### src/rtl/frame_write_arbiter_if.sv
// Request-side bundle between the three pixel producers and frame_write_arbiter.
// Each producer holds reqN with a stable addrN/dataN until it sees a one-cycle ackN.
interface frame_write_arbiter_if;
    logic        req0;
    logic        req1;
    logic        req2;
    logic [14:0] addr0;
    logic [14:0] addr1;
    logic [14:0] addr2;
    logic [23:0] data0;
    logic [23:0] data1;
    logic [23:0] data2;
    logic        ack0;
    logic        ack1;
    logic        ack2;

    modport master (
        output req0, req1, req2,
        output addr0, addr1, addr2,
        output data0, data1, data2,
        input  ack0, ack1, ack2
    );

    modport slave (
        input  req0, req1, req2,
        input  addr0, addr1, addr2,
        input  data0, data1, data2,
        output ack0, ack1, ack2
    );
endinterface

### src/rtl/frame_write_arbiter.sv
// Round-robin owner of the VGA frame-buffer write port; one pixel per grant, strobe held HOLD_CYCLES.
// Define FRAME_WRITE_ADDR_CHECK_EN to reject addresses >= FB_DEPTH with an err pulse instead of writing.
module frame_write_arbiter #(
    parameter int HOLD_CYCLES = 3,
    parameter int FB_DEPTH    = 19200
) (
    input  logic                 clk,
    input  logic                 rst,
    frame_write_arbiter_if.slave producers,
    output logic [2:0]           grant,
    output logic                 busy,
    output logic                 err,
    output logic [14:0]          the_vga_draw_frame_write_mem_address,
    output logic [23:0]          the_vga_draw_frame_write_mem_data,
    output logic                 the_vga_draw_frame_write_a_pixel
);
    typedef enum logic [1:0] {
        IDLE,
        WRITE,
        RELEASE
    } state_t;

    if (HOLD_CYCLES < 1 || HOLD_CYCLES > 15) begin : g_bad_hold
        $error("frame_write_arbiter: HOLD_CYCLES must be within 1..15");
    end
    if (FB_DEPTH < 1 || FB_DEPTH > 32768) begin : g_bad_depth
        $error("frame_write_arbiter: FB_DEPTH must be within 1..32768");
    end

    localparam logic [3:0] HOLD_LAST = 4'(HOLD_CYCLES - 1);

    state_t      r_state;
    logic [1:0]  r_last;
    logic [3:0]  r_cnt;
    logic [2:0]  r_grant;
    logic [2:0]  r_ack;
    logic [14:0] r_addr;
    logic [23:0] r_data;
    logic        r_we;

    state_t      w_state;
    logic [1:0]  w_last;
    logic [3:0]  w_cnt;
    logic [2:0]  w_grant;
    logic [2:0]  w_ack;
    logic [14:0] w_addr;
    logic [23:0] w_data;
    logic        w_we;

    logic [2:0]  w_req;
    logic [1:0]  w_winner;
    logic [2:0]  w_winOneHot;
    logic [14:0] w_winAddr;
    logic [23:0] w_winData;

`ifdef FRAME_WRITE_ADDR_CHECK_EN
    logic        r_err;
    logic        w_err;
`endif

    assign w_req = {producers.req2, producers.req1, producers.req0};

    // Search starts just after the last owner, so the previous winner is considered last.
    always_comb begin
        w_winner = r_last;
        case (r_last)
            2'd0: begin
                if (w_req[1])      w_winner = 2'd1;
                else if (w_req[2]) w_winner = 2'd2;
                else               w_winner = 2'd0;
            end
            2'd1: begin
                if (w_req[2])      w_winner = 2'd2;
                else if (w_req[0]) w_winner = 2'd0;
                else               w_winner = 2'd1;
            end
            default: begin
                if (w_req[0])      w_winner = 2'd0;
                else if (w_req[1]) w_winner = 2'd1;
                else               w_winner = 2'd2;
            end
        endcase
    end

    assign w_winOneHot = 3'b001 << w_winner;

    always_comb begin
        w_winAddr = producers.addr2;
        w_winData = producers.data2;
        case (w_winner)
            2'd0: begin
                w_winAddr = producers.addr0;
                w_winData = producers.data0;
            end
            2'd1: begin
                w_winAddr = producers.addr1;
                w_winData = producers.data1;
            end
            default: begin
                w_winAddr = producers.addr2;
                w_winData = producers.data2;
            end
        endcase
    end

    always_comb begin
        w_state = r_state;
        w_last  = r_last;
        w_cnt   = r_cnt;
        w_grant = r_grant;
        w_ack   = 3'b000;
        w_addr  = r_addr;
        w_data  = r_data;
        w_we    = r_we;
`ifdef FRAME_WRITE_ADDR_CHECK_EN
        w_err   = 1'b0;
`endif
        case (r_state)
            IDLE: begin
                if (|w_req) begin
                    w_grant = w_winOneHot;
                    w_last  = w_winner;
                    w_cnt   = 4'd0;
`ifdef FRAME_WRITE_ADDR_CHECK_EN
                    // Out-of-range pixels still consume their turn so the pointer keeps rotating.
                    if (int'(w_winAddr) >= FB_DEPTH) begin
                        w_ack   = w_winOneHot;
                        w_err   = 1'b1;
                        w_state = RELEASE;
                    end else begin
                        w_addr  = w_winAddr;
                        w_data  = w_winData;
                        w_we    = 1'b1;
                        w_state = WRITE;
                    end
`else
                    w_addr  = w_winAddr;
                    w_data  = w_winData;
                    w_we    = 1'b1;
                    w_state = WRITE;
`endif
                end
            end
            WRITE: begin
                w_cnt = r_cnt + 4'd1;
                if (r_cnt == HOLD_LAST) begin
                    w_we    = 1'b0;
                    w_ack   = r_grant;
                    w_state = RELEASE;
                end
            end
            RELEASE: begin
                w_grant = 3'b000;
                w_state = IDLE;
            end
            default: begin
                w_grant = 3'b000;
                w_we    = 1'b0;
                w_state = IDLE;
            end
        endcase
    end

    always_ff @(posedge clk) begin
        if (rst) begin
            r_state <= IDLE;
            r_last  <= 2'd2;
            r_cnt   <= 4'd0;
            r_grant <= 3'b000;
            r_ack   <= 3'b000;
            r_addr  <= 15'd0;
            r_data  <= 24'd0;
            r_we    <= 1'b0;
`ifdef FRAME_WRITE_ADDR_CHECK_EN
            r_err   <= 1'b0;
`endif
        end else begin
            r_state <= w_state;
            r_last  <= w_last;
            r_cnt   <= w_cnt;
            r_grant <= w_grant;
            r_ack   <= w_ack;
            r_addr  <= w_addr;
            r_data  <= w_data;
            r_we    <= w_we;
`ifdef FRAME_WRITE_ADDR_CHECK_EN
            r_err   <= w_err;
`endif
        end
    end

    assign producers.ack0 = r_ack[0];
    assign producers.ack1 = r_ack[1];
    assign producers.ack2 = r_ack[2];

    assign grant = r_grant;
    assign busy  = (r_state != IDLE);
`ifdef FRAME_WRITE_ADDR_CHECK_EN
    assign err   = r_err;
`else
    assign err   = 1'b0;
`endif

    assign the_vga_draw_frame_write_mem_address = r_addr;
    assign the_vga_draw_frame_write_mem_data    = r_data;
    assign the_vga_draw_frame_write_a_pixel     = r_we;
endmodule
### src/flat_wrapper.sv
// flat-port wrapper written by rule: the top's interface ports become plain ports
module frame_write_arbiter_flat 
#(
    parameter int HOLD_CYCLES = 3,
    parameter int FB_DEPTH    = 19200
)
  (clk, rst, grant, busy, err, the_vga_draw_frame_write_mem_address, the_vga_draw_frame_write_mem_data, the_vga_draw_frame_write_a_pixel, producers_req0, producers_req1, producers_req2, producers_addr0, producers_addr1, producers_addr2, producers_data0, producers_data1, producers_data2, producers_ack0, producers_ack1, producers_ack2);
  frame_write_arbiter_if producers_i ();
  input  logic clk;
  input  logic rst;
  output logic [2:0] grant;
  output logic busy;
  output logic err;
  output logic [14:0] the_vga_draw_frame_write_mem_address;
  output logic [23:0] the_vga_draw_frame_write_mem_data;
  output logic the_vga_draw_frame_write_a_pixel;
  input wire logic [$bits(producers_i.req0)-1:0] producers_req0;
  input wire logic [$bits(producers_i.req1)-1:0] producers_req1;
  input wire logic [$bits(producers_i.req2)-1:0] producers_req2;
  input wire logic [$bits(producers_i.addr0)-1:0] producers_addr0;
  input wire logic [$bits(producers_i.addr1)-1:0] producers_addr1;
  input wire logic [$bits(producers_i.addr2)-1:0] producers_addr2;
  input wire logic [$bits(producers_i.data0)-1:0] producers_data0;
  input wire logic [$bits(producers_i.data1)-1:0] producers_data1;
  input wire logic [$bits(producers_i.data2)-1:0] producers_data2;
  output wire logic [$bits(producers_i.ack0)-1:0] producers_ack0;
  output wire logic [$bits(producers_i.ack1)-1:0] producers_ack1;
  output wire logic [$bits(producers_i.ack2)-1:0] producers_ack2;
  assign producers_i.req0 = producers_req0;
  assign producers_i.req1 = producers_req1;
  assign producers_i.req2 = producers_req2;
  assign producers_i.addr0 = producers_addr0;
  assign producers_i.addr1 = producers_addr1;
  assign producers_i.addr2 = producers_addr2;
  assign producers_i.data0 = producers_data0;
  assign producers_i.data1 = producers_data1;
  assign producers_i.data2 = producers_data2;
  assign producers_ack0 = producers_i.ack0;
  assign producers_ack1 = producers_i.ack1;
  assign producers_ack2 = producers_i.ack2;
  frame_write_arbiter #(.HOLD_CYCLES(HOLD_CYCLES), .FB_DEPTH(FB_DEPTH)) u_core (.clk(clk), .rst(rst), .producers(producers_i), .grant(grant), .busy(busy), .err(err), .the_vga_draw_frame_write_mem_address(the_vga_draw_frame_write_mem_address), .the_vga_draw_frame_write_mem_data(the_vga_draw_frame_write_mem_data), .the_vga_draw_frame_write_a_pixel(the_vga_draw_frame_write_a_pixel));
endmodule
### config.mk
export PLATFORM = sky130hd
export DESIGN_NAME = frame_write_arbiter_flat
export DESIGN_NICKNAME = d
export VERILOG_FILES = /design/src/rtl/frame_write_arbiter_if.sv /design/src/rtl/frame_write_arbiter.sv /design/src/flat_wrapper.sv
export SDC_FILE = /design/constraint.sdc
export NUM_CORES = 1
export LEC_CHECK = 0
export CORE_MARGIN = 2
export CORE_UTILIZATION = 38
export DETAILED_ROUTE_END_ITERATION = 7
export PLACE_DENSITY = 0.88
export SYNTH_ARGS = -nofsm -noshare
export SYNTH_HDL_FRONTEND = slang
export SYNTH_SLANG_ARGS = --single-unit
### constraint.sdc
create_clock -name clk -period 2.3 [get_ports clk]
set_input_delay 0.46 -clock clk [delete_from_list [all_inputs] [get_ports clk]]
set_output_delay 0.46 -clock clk [all_outputs]
set_load 0.01 [all_outputs]
==> impl_metrics.yaml, run 1 <==
power_and_ir_drop:
  intPower_mw: 1.82
  comb_power_share_pct: 38.6
  worst_ir_drop_vdd_v: 0.000231
  switching_share_pct: 31.6
  p_seq_share_pct: 41.3
  pwr_density_cell_mw_per_mm2: 544
  clockPowerShare_pct: 20.1
  leakage_nw: 1.78
  p_sw_mw: 0.842
run_status:
  status: "complete, no violations"
floorplanning:
  die_x_um: 92.8
  rows: 32
  ios: 170
  initial_core_util_pct: 39.0
  core_region_area_mm2: 0.00769
  dieArea_mm2: 0.00861
  dieHeight_um: 92.8
synthesis:
  yosysTopAreaCellShare_pct: 36.1
  ys_ff_latch: 54
  synth-main-ff-cell: "dfxtp_1"
  synth_area_leaders: "dfxtp_1 36%, a222oi_1 13%, a311oi_1 12%, and2_1 8.8%, nand3_1 7.0%"
  synth_async_sr_flop_share_pct: 0
  yosysTopAreaCell: "dfxtp_1"
  ys_seq_area_share_pct: 36.1
  synth_edf_count: 0
  yosysMostFrequentCell: "dfxtp_1"
  ys_warn_count: 0
  syn_area_per_cell_um2: 8.56
  synth_commonest_cells: "54 x dfxtp_1, 50 x nor2_1, 42 x and2_1, 42 x nand3_1, 40 x a311oi_1"
  syn_area_mm2: 0.00300
  synth_cells: 350
  synthDistinctLibCells: 36
  synth_fp_nets: 474
critical_path:
  arrival_ns: 2.34
  cp-start-kind: "input pin"
  path_class: "in -> reg"
  required_ns: 2.46
  ff2ff_path_depth: 4
  end_kind: "register"
  crit_fanout: 19
sta:
  layout_min_cycle_time_ns: 2.17
  finalSetupViolCount: 0
  skew_ns: 0.00659
  max_freq_mhz: 460
  tightestPinTransition_ns: 0.610
  slew_headroom_pct: 59.3
  setup_tns_ns: 0
  final_hold_viol_count: 0
  post-route-period-util_pct: 94.5
  final_max_slew_viol_count: 0
final_layout:
  diodes: 0
  post-route-util_pct: 63.8
  synthToLayoutAreaGrowth_pct: 63.8
  fillCellCount: 637
  finalNetCount: 625
  drive_gt1_share_pct: 6.97
clock_tree:
  numCtsBuffers: 5
  cts-root-buf: "clkbuf_8"
  cts_tree: "done"
  cts_buffer_depth: 2
  post_cts_buffers: 0
  htree_num_levels: 2
  cts_hold_buf: 0
  clkSinkCount: 54
  ctsResizeCount: 0
  path_clk_slew_ns: 0.10
  clk_latency_ns: 0.31
routing:
  dr_total_vias: 3522
  drt_pass1_iterations: 5
  totalWireLength_mm: 10.7
  drt-initial-drc-count: 252
  final_antenna_net_count: 0
  drc: 0
  routedWlPerCell_um: 17.7
  viasPerCell: 5.83
global_routing:
  antenna_found_initial: 0
  overflow: 0
  track_usage_pct: 23.4
  grt_pass1_vias: 3449
  grt_pass1_wl_mm: 16.3
  grt_max_degree: 54
placement:
  place_congestion: 0.818
  dp_hpwl_mm: 7.58
  io_buffers: 168
run:
  drv_cap: 0
hold_path:
  hp-class: "reg -> reg"
  hold_depth: 2
==> metrics by stage <==
stage          hold WS (ns)  worst slack [ns]  power, mW  instance area [µm²]  cells
3_5_place_dp          0.485            -0.226       2.15                 4810    596
5_1_grt               0.519          -0.00114       2.81                 4910    604
4_1_cts               0.503            0.0944       2.68                 4900    604
2_1_floorplan         0.448             0.806       1.59                 3000    350
6_report              0.502             0.127       2.67                 4910    604
3_3_place_gp          0.461           -0.0449       2.11                 4810    596
==> power groups by stage <==
stage | Sequential, mW | Clock, mW | Combinational, mW
finish | 1.10 | 0.536 | 1.03
CTS | 1.10 | 0.552 | 1.03
global route | 1.11 | 0.595 | 1.10
floorplan | 1.16 | 0 | 0.427
global placement | 1.12 | 0 | 0.993
detailed placement | 1.12 | 0 | 1.02
==> path summary, 6_finish.rpt <==
| path | endpoint | start | slack [ns] |
|---|---|---|---|
| worst min register to register | u_core.grant[1] | u_core.grant[1] | 0.50 |
| worst max-delay path | u_core.the_vga_draw_frame_write_mem_address[10] | producers_req0 | 0.13 |
| worst min-delay path | u_core.grant[1] | u_core.grant[1] | 0.50 |
| worst max register to register | u_core.the_vga_draw_frame_write_mem_data[14] | u_core.r_last[1] | 0.53 |
==> final cells by class <==
type | count | area (µm²) | area share [%]
clock inverters | 3 | 21.3 | 0.434
repair buffers | 184 | 1880 | 38.4
inverters | 4 | 15.0 | 0.306
multi-input cells | 252 | 1710 | 34.8
clock buffers | 5 | 68.8 | 1.40
well taps | 102 | 128 | 2.60
flip-flops and latches | 54 | 1080 | 22.0
==> metal layers <==
layer	part of all wire, %	vias up	routed length, µm	track usage, %
met5	0	-	0	0
met4	1.7	0	182	7.48
met3	9.6	16	1030	5.37
met2	51	179	5440	42.9
met1	38	1668	4050	26.6
li1	-	1659	-	-
==> kinds of logic after synthesis <==
group / synth area share [%]
buf+inv: 7.60
flops: 36.1
xor+xnor: 0.292
other cells: 0.125
simple gates: 26.1
fa+ha+maj: 0.835
compound gates: 28.9
==> flip-flops by register name, summed over array words and instances, names as in the netlist <==
signal                                       flops
u_core.the_vga_draw_frame_write_mem_data        24
u_core.the_vga_draw_frame_write_mem_address     15
u_core.r_cnt                                     4
u_core.grant                                     3
u_core.r_ack                                     3
u_core.r_last                                    2
u_core.r_state                                   2
u_core.the_vga_draw_frame_write_a_pixel          1
==> critical path, stage by stage <==
cell and delay, ns:
clkdlybuf4s50_1 0.80, nand2b_2 0.25, o32ai_4 0.12, buf_12 0.19, a222oi_1 0.34, a311oi_1 0.17
==> cells in the final DEF (no fill, tap or decap), types with 2 or more instances in the layout <==
cell type / Yosys / layout
ha_1: 2 / 2
nand2_1: 8 / 8
clkbuf_8: 0 / 5
inv_1: 2 / 2
nor2_1: 50 / 49
and2_1: 42 / 42
inv_2: 2 / 2
nand3_1: 42 / 42
clkdlybuf4s50_1: 0 / 167
a21oi_1: 6 / 6
buf_12: 0 / 7
buf_4: 5 / 9
a311oi_1: 40 / 40
nor3_1: 2 / 2
nand2b_1: 3 / 3
dfxtp_1: 54 / 54
a222oi_1: 39 / 39
No activity file was read; power rests on OpenSTA's default activity.
==> run 2, diff against run 1 <==
--- a/config.mk
+++ b/config.mk
@@ -5,10 +5,12 @@
 export SDC_FILE = /design/constraint.sdc
 export NUM_CORES = 1
 export LEC_CHECK = 0
+export CELL_PAD_IN_SITES_DETAIL_PLACEMENT = 1
+export CELL_PAD_IN_SITES_GLOBAL_PLACEMENT = 2
 export CORE_MARGIN = 2
-export CORE_UTILIZATION = 38
+export CORE_UTILIZATION = 22
 export DETAILED_ROUTE_END_ITERATION = 7
-export PLACE_DENSITY = 0.88
+export PLACE_DENSITY = 0.93
 export SYNTH_ARGS = -nofsm -noshare
 export SYNTH_HDL_FRONTEND = slang
 export SYNTH_SLANG_ARGS = --single-unit
==> impl_metrics.yaml, run 2 (synthesized netlist as in run 1, its figures left out) <==
run_status:
  status: "complete, no violations"
final_layout:
  finalNetCount: 626
  final_cell_mix: "166 x clkdlybuf4s50_1, 54 x dfxtp_1, 49 x nor2_1"
  diodes: 0
  largest_reg_flops: 24
  postLayoutCellArea_mm2: 0.00507
  synthToLayoutAreaGrowth_pct: 69.3
  instances_no_fill: 679
  drive_gt1_share_pct: 7.16
  final_common_cell: "clkdlybuf4s50_1"
clock_tree:
  htree_num_levels: 2
  cts-root-buf: "clkbuf_16"
  cts_tree: "done"
  cts_buffer_depth: 2
  clkSinkCount: 54
  path_clk_slew_ns: 0.07
  post_cts_buffers: 0
  clk_latency_ns: 0.29
  numCtsBuffers: 5
placement:
  dp_hpwl_mm: 9.02
  io_buffers: 168
  place_area_mm2: 0.00490
  place_ws_ns: -0.250
  place_inst: 671
  place_congestion: 0.742
routing:
  drt-initial-drc-count: 279
  viasPerCell: 5.20
  totalWireLength_mm: 12.2
  routedWlPerCell_um: 17.9
  drt_pass1_iterations: 6
  drc: 0
  final_antenna_net_count: 0
  dr_total_vias: 3534
power_and_ir_drop:
  pwr_density_cell_mw_per_mm2: 594
  intPower_mw: 2.12
  clockPowerShare_pct: 28.8
  worst_ir_drop_vdd_v: 0.000237
  p_seq_share_pct: 36.6
  leakage_nw: 1.83
  total_power_mw: 3.01
  p_sw_mw: 0.895
  switching_share_pct: 29.7
  comb_power_share_pct: 34.5
sta:
  post-route-period-util_pct: 86.5
  max_freq_mhz: 503
  final_hold_viol_count: 0
  worst_slack_ns: 0.311
  final_max_slew_viol_count: 0
  rsz0062_at_grt: "false"
  tightestPinTransition_ns: 0.598
  finalSetupViolCount: 0
  setup_tns_ns: 0
  layout_min_cycle_time_ns: 1.99
  slew_headroom_pct: 60.1
  skew_ns: 0.00479
global_routing:
  antenna_found_initial: 0
  grt_pass1_vias: 3655
  track_usage_pct: 16.5
  overflow: 0
  grt_pass1_wl_mm: 19.0
  grt_max_degree: 51
critical_path:
  end_kind: "register"
  required_ns: 2.50
  reg2reg_from: "u_core.r_last[1]"
  startpoint: "producers_req2"
  r2r_slack_ns: 0.58
  arrival_ns: 2.19
  path_class: "in -> reg"
  cp-start-kind: "input pin"
  crit_fanout: 18
floorplanning:
  rows: 42
  dieHeight_um: 121
  die_x_um: 121
  core_region_area_mm2: 0.0133
  initial_core_util_pct: 22.5
  dieArea_mm2: 0.0146
  ios: 170
run:
  drv_cap: 0
hold_path:
  hp-class: "reg -> reg"
  min_from: "u_core.grant[1]"
[run 2: layout make-up]
class                           instances  area (µm²)
Fill cell                            1535        8220
Timing Repair Buffer                  185        1880
Multi-Input combinational cell        252        1710
Sequential cell                        54        1080
Tap cell                              176         220
Clock buffer                            5         125
Clock inverter                          3        40.0
Inverter                                4        15.0
[run 2: worst paths after layout]
path | end | cells past startpoint
hold reg to reg | u_core.grant[1] | 2
setup / recovery | u_core.the_vga_draw_frame_write_mem_data[10] | 6
setup reg to reg | u_core.the_vga_draw_frame_write_mem_data[10] | 5
hold / removal | u_core.grant[1] | 2
[run 2: metal layers]
metal	share of wire [%]	GRT usage, %
met5	0	0
met3	7.1	3.63
met2	51	30.0
met4	0.90	4.00
met1	41	19.4
[run 2: worst max-delay path, cell delays in order]
cell and delay (ns):
clkdlybuf4s50_1 0.60, inv_2 0.10, o32ai_4 0.32, buf_4 0.29
a222oi_1 0.10, a311oi_1 0.30
[run 2: metrics by stage]
step	hold WS, ns	utilization (%)
2_1_floorplan	0.448	-
3_3_place_gp	0.470	36.9
3_5_place_dp	0.479	36.9
4_1_cts	0.489	38.1
5_1_grt	0.510	38.1
6_report	0.482	38.1
[run 2: power by group through the flow]
stage	clock network, mW	registers [mW]	logic [mW]
floorplan	0	1.16	0.427
global placement	0	1.12	1.01
detailed placement	0	1.13	1.04
CTS	0.899	1.10	1.05
global route	0.938	1.12	1.13
finish	0.868	1.10	1.04
[run 2: repair_timing]
action | CTS | global route
gates resized for setup | 0 | 2
setup endpoints to repair | 0 | 17
hold buffers | 0 | 0
==> RTL change 1: new RTL, settings of run 1 <==
Take the reset off `r_addr` and `r_data` and load them in a clocked block of their own.
--- a/src/rtl/frame_write_arbiter.sv
+++ b/src/rtl/frame_write_arbiter.sv
@@ -170,4 +170,2 @@
             r_ack   <= 3'b000;
-            r_addr  <= 15'd0;
-            r_data  <= 24'd0;
             r_we    <= 1'b0;
@@ -182,4 +180,2 @@
             r_ack   <= w_ack;
-            r_addr  <= w_addr;
-            r_data  <= w_data;
             r_we    <= w_we;
@@ -189,2 +185,7 @@
         end
+    end
+
+    always_ff @(posedge clk) begin
+        r_addr <= w_addr;
+        r_data <= w_data;
     end
Check against the original RTL: not equivalent (a bounded check fails within 4 cycles, from zero or initial values and one cycle with rst high).
==> RTL change 1 against run 1 <==
  * Total power up 4.1%
  * Routed wire length up 4.5%
  * Synthesized area up 9.5%
  * Core utilization down 0.54 points
  * Final cell count up 2.2%
  * Final area up 7.0%
  * Sequential cell count unchanged
  * Setup slack better by 150 ps
  * Non-clock buffer count up 9
  * Die area up 9.1%
  * Largest cell class unchanged
  * Largest power group unchanged
  * Highest routed layer unchanged
==> RTL change 1: results (changes against run 1) <==
DR WL met3 791 um (-23%); Layout Skew 11.0 ps (+4.44 ps); compound-cell area share of the yosys netlist 32.5% (+3.6 points); Synth Area in Adders 0.763% (-0.072 points); bufs w/o clock 193 (+4.9%); syn nets 472 (-0.42%); DP HPWL 8330 um (+10%); pre-CTS WS -46.7 ps (+179 ps); post-synthesis sequential area ratio 44.9% (+8.8 points); nets 635 (+1.6%); WL met2 5810 um (+6.8%); starting DRC count in detailed routing 242 (-4.0%); xor-xnor portion of the synthesized cell area 0.267% (-0.025 points); met2 usage 41.7% (-1.2 points); Pwr per Cell Area 529 nW/um^2 (-2.7%); Inverters 45 (+41); DP Area 5170 um^2 (+7.4%); comb_multi_in 212 (-16%); Placed Cells 609 (+2.2%); All-Layer GR Usage 23.4% (about the same); number of global-route vias before repair 3550 (+2.9%); footprint of the multi-input gates 1500 um^2 (-12%); synthesis-to-layout area growth 60.1%; routability cong. 0.858 (+4.9%); largest cells by area after synthesis edfxtp_1 (36%), o2111ai_1 (11%), o211ai_1 (9.6%), o31ai_1 (9.4%), dfxtp_1 (9.2%); share of cells above drive strength 1 8.01% (+1.0 points); met1 Resource Use GR 28.3% (+1.7 points); drt via density 5.71 (-2.0%); critical path fanouts, max 7 (-12); outcome finished clean; routed length on met1 4320 um (+6.5%); main flop type after synthesis edfxtp_1; synthesized area per cell 9.42 um^2 (+10%); Max VDD drop 0.264 mV (+14%); fillers 684 (+7.4%); Vias 3526 (+0.11%); synth cell count leaders inv_1 (44), nand2_1 (44), o211ai_1 (42), o31ai_1 (41), o2111ai_1 (40); register share of total power 45.9% (+4.6 points); detailed-route wire length per cell 18.1 um (+2.3%); final instance area 5250 um^2 (+7.0%)
[RTL change 1: cell count changes after synthesis, moves of 40 or more]
cell and delta:
o2111ai_1 +40, o211ai_1 +42, nor2_1 -45, nand3_1 -41, inv_1 +42, a311oi_1 -40, o31ai_1 +41
[RTL change 1: worst paths after layout]
| path | startpoint | end | slack [ps] | cells past startpoint |
|---|---|---|---|---|
| worst min-delay path | u_core.r_cnt[3]$_SDFFE_PP0P_ | u_core.r_cnt[3]$_SDFFE_PP0P_ | 500 | 2 |
| worst max-delay path | u_core.r_state[1]$_SDFFE_PP0P_ | busy | 280 | 3 |
| worst max register to register | u_core.r_last[1]$_SDFFE_PP1P_ | u_core.grant[2]$_SDFFE_PP0P_ | 590 | 4 |
| worst min register to register | u_core.r_cnt[3]$_SDFFE_PP0P_ | u_core.r_cnt[3]$_SDFFE_PP0P_ | 500 | 2 |
==> RTL change 2: new RTL, config.mk and constraints of run 1 <==
Without the edit above. The option `FRAME_WRITE_ADDR_CHECK_EN` is turned on by a define.
--- a/src/rtl/frame_write_arbiter.sv
+++ b/src/rtl/frame_write_arbiter.sv
@@ -2,2 +2,4 @@
 // Define FRAME_WRITE_ADDR_CHECK_EN to reject addresses >= FB_DEPTH with an err pulse instead of writing.
+`define FRAME_WRITE_ADDR_CHECK_EN
+
 module frame_write_arbiter #(
Behaviour: not the same (a bounded check fails within 4 cycles, from zero or initial values and one cycle with rst high).
==> RTL change 2 against run 1 <==
  * The flow now finishes with violations (negative setup slack)
  * Core utilization up 11 points
  * Setup slack got worse by 410 ps
  * Clock skew up 1.3 ps
  * Final area is 15% higher
  * Register-to-register slack got worse by 820 ps
  * Routed wire length grew 20%
  * Largest cell class unchanged
  * Synthesized area shrank 1.5%
  * First-iteration DRC count shrank 12%
  * Sequential cell count increased by 1
Power is not compared: it rests on default switching activity, and its combinational part moved more than twofold at a synthesized area within 25%.
==> RTL change 2: results (changes against run 1) <==
first-pass GRT wire length 18700 um (+15%); hold crit path type register to register; met2 usage 52.1% (+9.3 points); Hold Path End u_core.the_vga_draw_frame_write_mem_address[11]$_SDFFE_PP0P_; clk buf depth 2 (unchanged); Final setup viols 46 (+46); Sw Ratio 42.0%; Critical Path Source Type register; CTS Buf Count 5 (unchanged); routed length on met1 4800 um (+18%); fillers 520 (-18%); Min Hold Slack 522 ps (+20.0 ps); final hold vios 0 (unchanged); Syn. warnings 0 (unchanged); largest cells by area after synthesis dfxtp_1 (37%), a22o_1 (9.8%), a211oi_1 (7.6%), a31oi_1 (7.6%), a21oi_1 (6.4%); Slew headroom 29.8% (-29 points); Arr. time, crit path 2790 ps (+450 ps); reg2reg end u_core.the_vga_draw_frame_write_mem_data[23]$_SDFFE_PP0P_; critical path fanouts, max 11 (-8); initial antenna violation count 0 (unchanged); main flop type after synthesis dfxtp_1; Placed Cells 605 (+1.5%); Vias 3866 (+9.8%); Layout Skew 7.87 ps (+1.28 ps); All-Layer GR Usage 27.6% (+4.2 points); post-synthesis sequential area ratio 37.3% (+1.2 points); WHS Path Cells 2 (unchanged); largest net degree at the start of global routing 41 (-24%); DR WL met3 983 um (-4.2%); # port buffers 169 (+0.60%); Mapped Cells 333 (-4.9%); detailed-route wire length per cell 20.1 um (+14%); met1 Resource Use GR 30.3% (+3.7 points); Max VDD drop 0.595 mV; synth cell count leaders dfxtp_1 (55), a21oi_1 (38), a31oi_1 (36), a22o_1 (33), a211oi_1 (30); Setup TNS -9680 ps (-9680 ps); share of cells above drive strength 1 25.1% (+18 points); Async S/R FF share, synth 0% (unchanged); starting DRC count in detailed routing 221 (-12%); WL met2 6650 um (+22%); outcome complete, but fails checks; distinct cell type count after synthesis 48 (+33%); DP HPWL 7860 um (+3.7%); n_diodes 0 (unchanged); CP top delay family compound AO/OA/AOI/OAI gates; syn nets 457 (-3.6%); min-delay src u_core.the_vga_draw_frame_write_mem_address[11]$_SDFFE_PP0P_; Worst path max stage delay 470 ps (-330 ps); failing checks negative setup slack; nets 661 (+5.8%); met3 usage 5.01% (-0.36 points); drt first pass iters 5 (unchanged); Worst Setup Slack, final -287 ps (-414 ps); Register-to-Register Path Depth 10 (+6); routability cong. 0.833 (+1.8%); CP max stage cell or3_4; max FFs per register 24 (unchanged); drt via density 6.04 (+3.6%); Leak Pwr 2.13 nW
RTL change 2: cell types whose count changed in the layout (fill, tap and decap cells not counted), sizes merged, moves of 4 or more:
cell,delta
buf,+49
a311oi,-40
and2,-39
nand3,-39
a211oi,+37
a222oi,-37
a31oi,+35
a22o,+33
a21oi,+32
nor2,-29
nor3,+6
nand2,-4
RTL change 2: layout make-up:
class / count / area share, %
Timing Repair Buffer: 233 / 42.3
Multi-Input combinational cell: 238 / 33.9
Clock inverter: 1 / 0.155
Inverter: 4 / 0.266
Sequential cell: 55 / 19.6
Tap cell: 102 / 2.26
Clock buffer: 7 / 1.53
RTL change 2: timing repair:
action                                  4_1_cts  5_1_grt
setup buffers                                14        7
endpoints found under the setup margin       46       46
gates resized for setup                      50       40
cloned                                        6        1
pin swaps                                    24       35
hold buffers                                  0        0
RTL change 2: kinds of logic after synthesis:
kind of cell	synth area share, %
adder cells (fa/ha/maj)	0.848
flip-flops	37.3
AND/OR/NAND/NOR	9.92
buffers and inverters	6.87
multiplexers	0.721
AO/OA/AOI/OAI	44.3
RTL change 2: per-stage QoR:
step / cell area (um^2) / power, mW / setup slack, ps
after floorplan: 2960 / 3.71 / -190
after global placement: 4880 / 5.23 / -765
after detailed placement: 4880 / 5.36 / -855
after CTS: 5410 / 6.73 / -141
after global routing: 5650 / 7.61 / -414
final: 5650 / 7.28 / -287
RTL change 2: how the worst max path moves through the flow:
stage	start	to	slack [ps]	depth (start not counted)
global placement	producers_req0	u_core.the_vga_draw_frame_write_mem_address[9]$_SDFFE_PP0P_	-770	9
global route	u_core.r_last[1]$_SDFFE_PP1P_	u_core.the_vga_draw_frame_write_mem_address[9]$_SDFFE_PP0P_	-410	10
CTS	u_core.r_last[1]$_SDFFE_PP1P_	u_core.the_vga_draw_frame_write_mem_address[1]$_SDFFE_PP0P_	-140	11
floorplan	producers_req0	u_core.the_vga_draw_frame_write_mem_data[7]$_SDFFE_PP0P_	-190	8
detailed placement	producers_req0	u_core.the_vga_draw_frame_write_mem_data[4]$_SDFFE_PP0P_	-850	11
finish	u_core.r_last[1]$_SDFFE_PP1P_	u_core.the_vga_draw_frame_write_mem_data[23]$_SDFFE_PP0P_	-290	10
RTL change 2: power by group through the flow:
stage / Clock [mW] / Combinational [mW] / Sequential (mW)
finish: 0.577 / 4.98 / 1.72
global route: 0.618 / 5.22 / 1.76
CTS: 0.577 / 4.48 / 1.67
detailed placement: 0 / 3.68 / 1.68
global placement: 0 / 3.56 / 1.67
floorplan: 0 / 1.93 / 1.78
RTL change 2: worst reg2reg max path: cells and delay by family, from the launching register on:
kind	cells	cell delay, ps
AND/OR/NAND/NOR	2	700
AO/OA/AOI/OAI	5	880
flip-flops	1	390
buffers and inverters	3	510
